--- config.mk ---
export PLATFORM = sky130hd
export DESIGN_NAME = div_unit
export DESIGN_NICKNAME = d
export VERILOG_FILES = /design/src/rtl/div_unit_pkg.sv /design/src/rtl/div_step.sv /design/src/rtl/div_unit.sv
export SDC_FILE = /design/constraint.sdc
export NUM_CORES = 1
export LEC_CHECK = 0
export ABC_AREA = 1
export BUFFER_PORTS_ARGS = -buffer_cell sky130_fd_sc_hd__buf_2
export CAP_MARGIN = 20
export CORE_MARGIN = 8
export CORE_UTILIZATION = 35
export DETAILED_ROUTE_END_ITERATION = 10
export MAX_ROUTING_LAYER = met4
export PLACE_DENSITY = 0.55
export SETUP_SLACK_MARGIN = 0.5
export SYNTH_ARGS = -nofsm -noshare
export SYNTH_HDL_FRONTEND = slang
export SYNTH_SLANG_ARGS = --single-unit
export TNS_END_PERCENT = 30
--- constraint.sdc ---
create_clock -name clk -period 12.5 [get_ports clk]
set_input_delay 0.625 -clock clk [delete_from_list [all_inputs] [get_ports clk]]
set_output_delay 0.625 -clock clk [all_outputs]
set_load 0.05 [all_outputs]
--- src/rtl/div_unit_pkg.sv ---
// rtl/div_unit_pkg.sv - shared operation and FSM state types for the divider
package div_unit_pkg;

  typedef enum logic [1:0] {
    OP_DIV  = 2'b00,
    OP_DIVU = 2'b01,
    OP_REM  = 2'b10,
    OP_REMU = 2'b11
  } div_op_e;

  typedef enum logic [1:0] {
    ST_IDLE   = 2'b00,
    ST_DIVIDE = 2'b01,
    ST_DONE   = 2'b10
  } div_state_e;

endpackage

--- src/rtl/div_step.sv ---
// rtl/div_step.sv - one radix-2 restoring divide iteration (combinational)
module div_step #(
  parameter int DATA_WIDTH = 64
) (
  input  logic [DATA_WIDTH-1:0] rem_i,
  input  logic                  dividend_bit_i,
  input  logic [DATA_WIDTH-1:0] divisor_i,
  output logic [DATA_WIDTH-1:0] rem_o,
  output logic                  q_bit_o
);

  logic [DATA_WIDTH:0] shifted;
  logic [DATA_WIDTH:0] diff;

  // rem_i < divisor_i always, so one extra bit is enough to see the borrow
  assign shifted = {rem_i, dividend_bit_i};
  assign diff    = shifted - {1'b0, divisor_i};
  assign q_bit_o = ~diff[DATA_WIDTH];
  assign rem_o   = q_bit_o ? diff[DATA_WIDTH-1:0] : shifted[DATA_WIDTH-1:0];

endmodule

--- src/rtl/div_unit.sv ---
// rtl/div_unit.sv - iterative signed/unsigned divider, one quotient bit per cycle
module div_unit
  import div_unit_pkg::*;
#(
  parameter int DATA_WIDTH = 64,
  parameter int OP_WIDTH   = 2
) (
  input  logic                  clk,
  input  logic                  arstn,
  input  logic                  i_start,
  input  logic [OP_WIDTH-1:0]   i_op,
  input  logic [DATA_WIDTH-1:0] i_dividend,
  input  logic [DATA_WIDTH-1:0] i_divisor,
  output logic                  o_busy,
  output logic                  o_done,
  output logic [DATA_WIDTH-1:0] o_result,
  output logic                  o_div_by_zero
);

  localparam int CNT_W = $clog2(DATA_WIDTH + 1);
  localparam logic [CNT_W-1:0] LAST_CNT = CNT_W'(DATA_WIDTH - 1);
  localparam logic [DATA_WIDTH-1:0] MOST_NEG = {1'b1, {(DATA_WIDTH-1){1'b0}}};

  div_state_e            state_q, state_d;
  div_op_e               op_q, op_d;
  logic [CNT_W-1:0]      cnt_q, cnt_d;
  logic [DATA_WIDTH-1:0] quo_q, quo_d;
  logic [DATA_WIDTH-1:0] rem_q, rem_d;
  logic [DATA_WIDTH-1:0] dvs_q, dvs_d;
  logic [DATA_WIDTH-1:0] result_q, result_d;
  logic                  q_neg_q, q_neg_d;
  logic                  r_neg_q, r_neg_d;
  logic                  dbz_q, dbz_d;

  div_op_e               op_in;
  logic                  in_signed, in_rem;
  logic                  dvd_neg, dvs_neg;
  logic [DATA_WIDTH-1:0] dvd_mag, dvs_mag;
  logic                  div_zero, sgn_overflow;

  logic [DATA_WIDTH-1:0] step_rem;
  logic                  step_qbit;
  logic [DATA_WIDTH-1:0] quo_next;
  logic [DATA_WIDTH-1:0] fin_quo, fin_rem;
  logic                  op_is_rem;

  assign op_in        = div_op_e'(i_op[1:0]);
  assign in_signed    = (op_in == OP_DIV) || (op_in == OP_REM);
  assign in_rem       = (op_in == OP_REM) || (op_in == OP_REMU);
  assign dvd_neg      = in_signed & i_dividend[DATA_WIDTH-1];
  assign dvs_neg      = in_signed & i_divisor[DATA_WIDTH-1];
  assign dvd_mag      = dvd_neg ? -i_dividend : i_dividend;
  assign dvs_mag      = dvs_neg ? -i_divisor : i_divisor;
  assign div_zero     = (i_divisor == '0);
  assign sgn_overflow = in_signed && (i_dividend == MOST_NEG) && (&i_divisor);

  div_step #(
    .DATA_WIDTH(DATA_WIDTH)
  ) u_step (
    .rem_i         (rem_q),
    .dividend_bit_i(quo_q[DATA_WIDTH-1]),
    .divisor_i     (dvs_q),
    .rem_o         (step_rem),
    .q_bit_o       (step_qbit)
  );

  // Dividend bits shift out of quo_q as quotient bits shift in
  assign quo_next  = {quo_q[DATA_WIDTH-2:0], step_qbit};
  assign fin_quo   = q_neg_q ? -quo_next : quo_next;
  assign fin_rem   = r_neg_q ? -step_rem : step_rem;
  assign op_is_rem = (op_q == OP_REM) || (op_q == OP_REMU);

  always_comb begin
    state_d  = state_q;
    op_d     = op_q;
    cnt_d    = cnt_q;
    quo_d    = quo_q;
    rem_d    = rem_q;
    dvs_d    = dvs_q;
    result_d = result_q;
    q_neg_d  = q_neg_q;
    r_neg_d  = r_neg_q;
    dbz_d    = dbz_q;
    case (state_q)
      ST_IDLE: begin
        if (i_start) begin
          op_d    = op_in;
          cnt_d   = '0;
          quo_d   = dvd_mag;
          rem_d   = '0;
          dvs_d   = dvs_mag;
          q_neg_d = dvd_neg ^ dvs_neg;
          r_neg_d = dvd_neg;
          dbz_d   = 1'b0;
          if (div_zero) begin
            state_d  = ST_DONE;
            result_d = in_rem ? i_dividend : '1;
            dbz_d    = 1'b1;
          end else if (sgn_overflow) begin
            state_d  = ST_DONE;
            result_d = in_rem ? '0 : i_dividend;
          end else begin
            state_d = ST_DIVIDE;
          end
        end
      end
      ST_DIVIDE: begin
        quo_d = quo_next;
        rem_d = step_rem;
        cnt_d = cnt_q + CNT_W'(1);
        if (cnt_q == LAST_CNT) begin
          state_d  = ST_DONE;
          result_d = op_is_rem ? fin_rem : fin_quo;
        end
      end
      ST_DONE: state_d = ST_IDLE;
      default: state_d = ST_IDLE;
    endcase
  end

  always_ff @(posedge clk) begin
    if (!arstn) begin
      state_q  <= ST_IDLE;
      op_q     <= OP_DIV;
      cnt_q    <= '0;
      quo_q    <= '0;
      rem_q    <= '0;
      dvs_q    <= '0;
      result_q <= '0;
      q_neg_q  <= 1'b0;
      r_neg_q  <= 1'b0;
      dbz_q    <= 1'b0;
    end else begin
      state_q  <= state_d;
      op_q     <= op_d;
      cnt_q    <= cnt_d;
      quo_q    <= quo_d;
      rem_q    <= rem_d;
      dvs_q    <= dvs_d;
      result_q <= result_d;
      q_neg_q  <= q_neg_d;
      r_neg_q  <= r_neg_d;
      dbz_q    <= dbz_d;
    end
  end

  assign o_busy        = (state_q != ST_IDLE);
  assign o_done        = (state_q == ST_DONE);
  assign o_result      = result_q;
  assign o_div_by_zero = o_done & dbz_q;

endmodule
**Yosys cells after proc, flatten, opt, wreduce, memory -nomap -nowiden**

Cells that the tools add are included.

- Input port bits: 133
- Flip-flop bits (word level): 270
- Logic and storage cells: 72
- Output and inout bits: 67

- Bitwise operators: 5
- Equality and inequality tests: 11
- Reduce and logical (&&, ||, !) cells: 15
- Multiplexer cells: 25
- $add $sub $neg: 6

Operator list:

| operator | count |
|---|---|
| $mux 64 | 14 |
| $pmux 64 s2 | 3 |
| $neg 64->64 | 4 |
| $sub 65x64->65 | 1 |
| $eq 64x64->1 const B | 1 |
| $logic_not 64->1 | 1 |
| $reduce_and 64->1 | 1 |
| $pmux 7 s2 | 1 |
| $eq 2x2->1 const B | 5 |
| $mux 2 | 4 |
| $add 7x1->7 const B | 1 |
| $eq 7x6->1 const B | 1 |
| $mux 7 | 1 |
| $reduce_and 2->1 | 3 |
| $logic_not 2->1 | 2 |
| $ne 2x2->1 const B | 2 |
| $pmux 2 s2 | 1 |
| $reduce_and 4->1 | 1 |
| $reduce_bool 2->1 | 2 |
| $and 1x1->1 | 3 |
| $logic_or 1x1->1 | 3 |
| $ne 3x3->1 const B | 1 |
| $eq 2x1->1 const B | 1 |
| $logic_and 1x1->1 | 2 |
| 3 further kinds | 3 |

**Depth between registers and ports, before layout**

- Depth in word-level cells: 8
- Depth in mapped cells: 42
- Depth with buffers taken out: 38

**By module**

From an unflattened synthesis, not the netlist that was laid out.

- Cell total of the unflattened synthesis: 5648
- Area total of the unflattened synthesis: 29196.8 um2

By module, submodules not included:

| module | area an instance (um2) | seq. area each (um2) | cells each | times used |
|---|---|---|---|---|
| div_unit | 21941.0 | 5385.2 | 4034 | 1 |
| div_step | 7255.7 | 0.0 | 1614 | 1 |

**Worst setup path after synthesis**

No wires, ideal clock.

- Path kind: flip-flop to flip-flop
- Start: register quo_q[63]
- End: register result_q[58], in the netlist o_result[58]
- Clock period less this slack: 5.121 ns
- Cell stages (with the launch flop): 42
- Data arrival time: 4.986 ns
- Library setup time: 0.135 ns
- Required time: 12.365 ns
- Path buffers: 4
- Slack: 7.379 ns
- Path through: dfxtp_1 inv_1 ha_1 fa_1 inv_1 nand2_1 nand2_1 nand3_1 nand2_2 nand2_2 nand2_2 nand2_1 nand2_2 nand2_2 nand2_2 nand2_2 nand2_4 buf_6 [... 6 more ...] nand2_1 nor3_1 nand2_1 nor2_1 nand2_1 nor2_1 nand3_1 nand2_1 o21ai_0 a21oi_1 nand2_1 nor2_1 o21ai_0 xor2_1 a21oi_1 nand2_1 nand2_1 a21oi_1

- Longest elaborated chain between the ends: 7
- Elaborated cells between the ends (all ways): 10
- Classes of those cells: add/sub (3); mux (6); bitwise (1)

Ends and longest elaborated chain:

| what | line | text |
|---|---|---|
| start: declaration | div_unit.sv:27 | `logic [DATA_WIDTH-1:0] quo_q, quo_d;` |
| start signal: assignment | div_unit.sv:137 | `quo_q <= quo_d;` |
| $sub 65x64->65 | div_step.sv:17 | `assign diff = shifted - {1'b0, divisor_i};` |
| $mux 64 or $not 1->1 (tied branches) | div_step.sv:19, div_step.sv:18 |  |
| $neg 64->64, on equally long branches | div_unit.sv:70, div_unit.sv:69 |  |
| $mux 64, on equally long branches | div_unit.sv:70, div_unit.sv:69 |  |
| $mux 64 (*) | div_unit.sv:113 | `result_d = op_is_rem ? fin_rem : fin_quo;` |
| $mux 64 (*) | div_unit.sv:111 | `if (cnt_q == LAST_CNT) begin` |
| $pmux 64 s2 (*) | div_unit.sv:84 | `case (state_q)` |
| end signal: assignment | div_unit.sv:140 | `result_q <= result_d;` |
| end: declaration | div_unit.sv:30 | `logic [DATA_WIDTH-1:0] result_q, result_d;` |

Every way passes the cells marked *; elsewhere a longest branch is shown, timed or not. The select of a mux whose other input is x is not followed.
A chain may end at the register's enable or synchronous reset.

**Worst setup path after layout**

Same ends and word-level chain as after synthesis.

==> out/summary.txt <==
Post-Syn Instances = 4831
CP endpoint kind = flop
grt total ovfl = 0
slew of the pin with the lowest slew margin = 1.013 ns
port bufs = 199
share of cells above drive strength 1 = 8.442%
Seq/Total Area, Yosys = 20.21%
synth warn = 0
buffers and inverters on the worst path = 3
period utilization = 47.43%
Syn Nets = 5035
Setup-failing EPs final = 0
Area growth, synth to finish = 10.81%
Post-synth EDFFs = 0
Max Fanout on Critical Path = 27
worst hold path type = input port to flop
largest net degree at the start of global routing = 85
initial antenna violation count = 5
Clock Latency Late Sink = 0.58 ns
clock buffer count from CTS = 37
most frequent CP cell = nand2_1
Post-Syn Area per Cell = 5.516 sq um
Layout fillers = 8626
number of vias per cell = 5.291
Required @ worst endpoint = 12.90 ns
Initial Util = 35.20%
Top FF cell, synth = dfxtp_1
Crit path arrival time = 6.33 ns
Die W = 291.9 um
grt peak-use layer = met2
number of max-cap violations = 0
Detailed Place HPWL = 93.77 mm
Post-CTS Repair Setup Buffers = 0
FMAX = 168.7 MHz
final WL = 119.2 mm
First-pass DRT Iterations = 5
CP Class = flop to flop
FF-to-FF path depth = 37
GPL Wtd Cong = 1.002
post-route ant nets = 0
Top delay family on crit path = simple AND/OR/NAND/NOR gates
met3 GRT Util = 3.873%
register bit total from synthesis = 269
synthesized area = 0.02665 sq mm
hold_buf cts = 0
TritonCTS clock tree = built
first-pass GRT wire length = 178.4 mm
Critical-path top delay cell = dfxtp_1
max incr delay on CP = 0.39 ns
deepest clock path buffer count = 3
# DRC = 0
DR vias = 31260
post-CTS sizing = 0
grt met1 use = 37.76%
Min-Delay Path Depth = 3
nets = 5103
Worst-path clk slew = 0.06 ns
clk sink count = 269
CTS Root Cell = clkbuf_16
Slew Limit Fails = 0
Die ar. = 0.08522 sq mm
1st-iter DRT viols = 3177
skew final = 0.02155 ns
routed len/inst = 20.18 um
relative slew slack = 32.49%
Tmin final = 5.929 ns
GRT Total Usage = 27.49%
TNS Setup = 0 ns
num ports = 200
H-tree Lvls = 2
Distinct cells, synth = 60
status = finished clean
die height = 291.9 um
ys async rst share = 0%
Final Hold Viols = 0
row count = 101
CP Launch Type = flop
RSZ-0062 raised after global routing = no
Core Box Area = 0.07570 sq mm
CP Depth = 37
vias in the first global route = 28710
met2 usage = 42.16%
-- state kept, by name (all words and copies together), names as in the netlist --
name      cells
dvs_q        64
o_result     64
quo_q        64
rem_q        64
cnt_q         7
state_q       2
dbz_q         1
op_q          1
q_neg_q       1
r_neg_q       1
-- worst paths after layout --
path / to / startpoint / slack (ns)
setup / recovery: o_result[58] / quo_q[63] / 6.57
hold / removal: dvs_q[6] / i_divisor[6] / 0.38
setup reg to reg: o_result[58] / quo_q[63] / 6.57
hold reg to reg: o_result[53] / o_result[53] / 0.46
-- metal layers --
layer / wire (um) / up-vias / part of all wire [%]
li1: - / 15730 / -
met1: 55650 / 14280 / 47
met2: 52070 / 1099 / 44
met3: 8325 / 149 / 7.0
met4: 3190 / 0 / 2.7
met5: 0 / - / 0
-- layout by cell type (no fill, tap or decap), drive strengths merged, types with 3 or more instances in the layout --
cell	count
buf	228
a31oi	19
o21a	4
xor2	76
nor3	87
dfxtp	269
clkbuf	49
ha	70
nand3	245
o211ai	38
o22ai	8
nor4	50
nor3b	3
a21oi	453
nor2	613
bufinv	4
o21bai	14
or2	21
o31ai	5
nand3b	22
o21ai	331
nand4	58
inv	624
nand2	1516
o221ai	39
xnor2	53
clkinvlp	3
clkinv	10
-- Yosys cell counts (3+ instances only) --
cell type,number,area [sq um]
nor4_1,49,306.5
o221ai_1,39,341.6
nor3b_1,3,22.52
o31ai_1,5,37.54
buf_4,3,22.52
nor2_1,593,2226
o22ai_1,8,50.05
a21oi_1,444,2222
nor2_2,14,87.58
clkbuf_1,154,578.1
o21a_1,4,30.03
nor3_1,81,405.4
nand2_1,1480,5555
nand3_2,5,50.05
nand3_1,240,1201
a21oi_2,8,70.07
dfxtp_1,269,5385
nand2_4,5,56.30
o211ai_1,38,285.3
nand4_1,58,362.9
or2_1,5,31.28
a31oi_1,19,118.9
inv_1,610,2290
nor2_4,5,56.30
nand3b_1,22,165.2
inv_2,9,33.78
buf_6,11,123.9
nand2_2,31,193.9
ha_1,70,875.8
buf_1,18,67.56
o21ai_2,9,78.83
xor2_1,76,665.6
clkinv_1,3,11.26
o21bai_1,13,97.59
o21ai_0,285,1426
or2_2,16,100.1
buf_2,10,50.05
nor3_2,5,50.05
o21ai_1,36,180.2
xnor2_1,53,464.2
-- cell families (layout without fill, tap and decap cells) --
kind of cell / Yosys count / count (layout) / share of synthesized area, %
xor+xnor: 129 / 129 / 4.240
flops: 269 / 269 / 20.21
buf+inv: 821 / 918 / 12.09
fa+ha+maj: 71 / 71 / 3.362
other cells: 0 / 2 / 0
compound gates: 920 / 920 / 18.97
simple gates: 2621 / 2621 / 41.13
-- worst register-to-register path, delay by kind of cell (launching register included) --
kind	cells	cell delay (ns)
flops	1	0.39
xor+xnor	1	0.16
simple gates	25	3.30
buf+inv	3	0.21
fa+ha+maj	3	0.83
compound gates	5	0.85
-- cell type report --
class | count | area (sq um) | share of cell area, %
Tap cell | 978 | 1224 | 4.144
Clock inverter | 19 | 240.2 | 0.8135
Multi-Input combinational cell | 3741 | 18070 | 61.18
Antenna cell | 2 | 5.005 | 0.01695
Inverter | 622 | 2342 | 7.932
Sequential cell | 269 | 5388 | 18.24
Clock buffer | 49 | 1051 | 3.559
Timing Repair Buffer | 228 | 1214 | 4.110
-- per-stage QoR --
stage	setup WS (ns)	hold slack, ns	instance area (sq um)	utilization [%]	instances
after floorplan	7.379	0.4527	26650	-	4831
after global placement	6.861	0.4526	28230	37.30	5838
after detailed placement	6.697	0.4527	28230	37.30	5838
after CTS	6.661	0.3598	29520	39.00	5906
after global routing	5.859	0.3890	29530	39.01	5908
final	6.571	0.3820	29530	39.01	5908
Power is left out: the tool's default activity adds up to more than one toggle a clock period on the data nets, which glitch-free logic cannot reach.
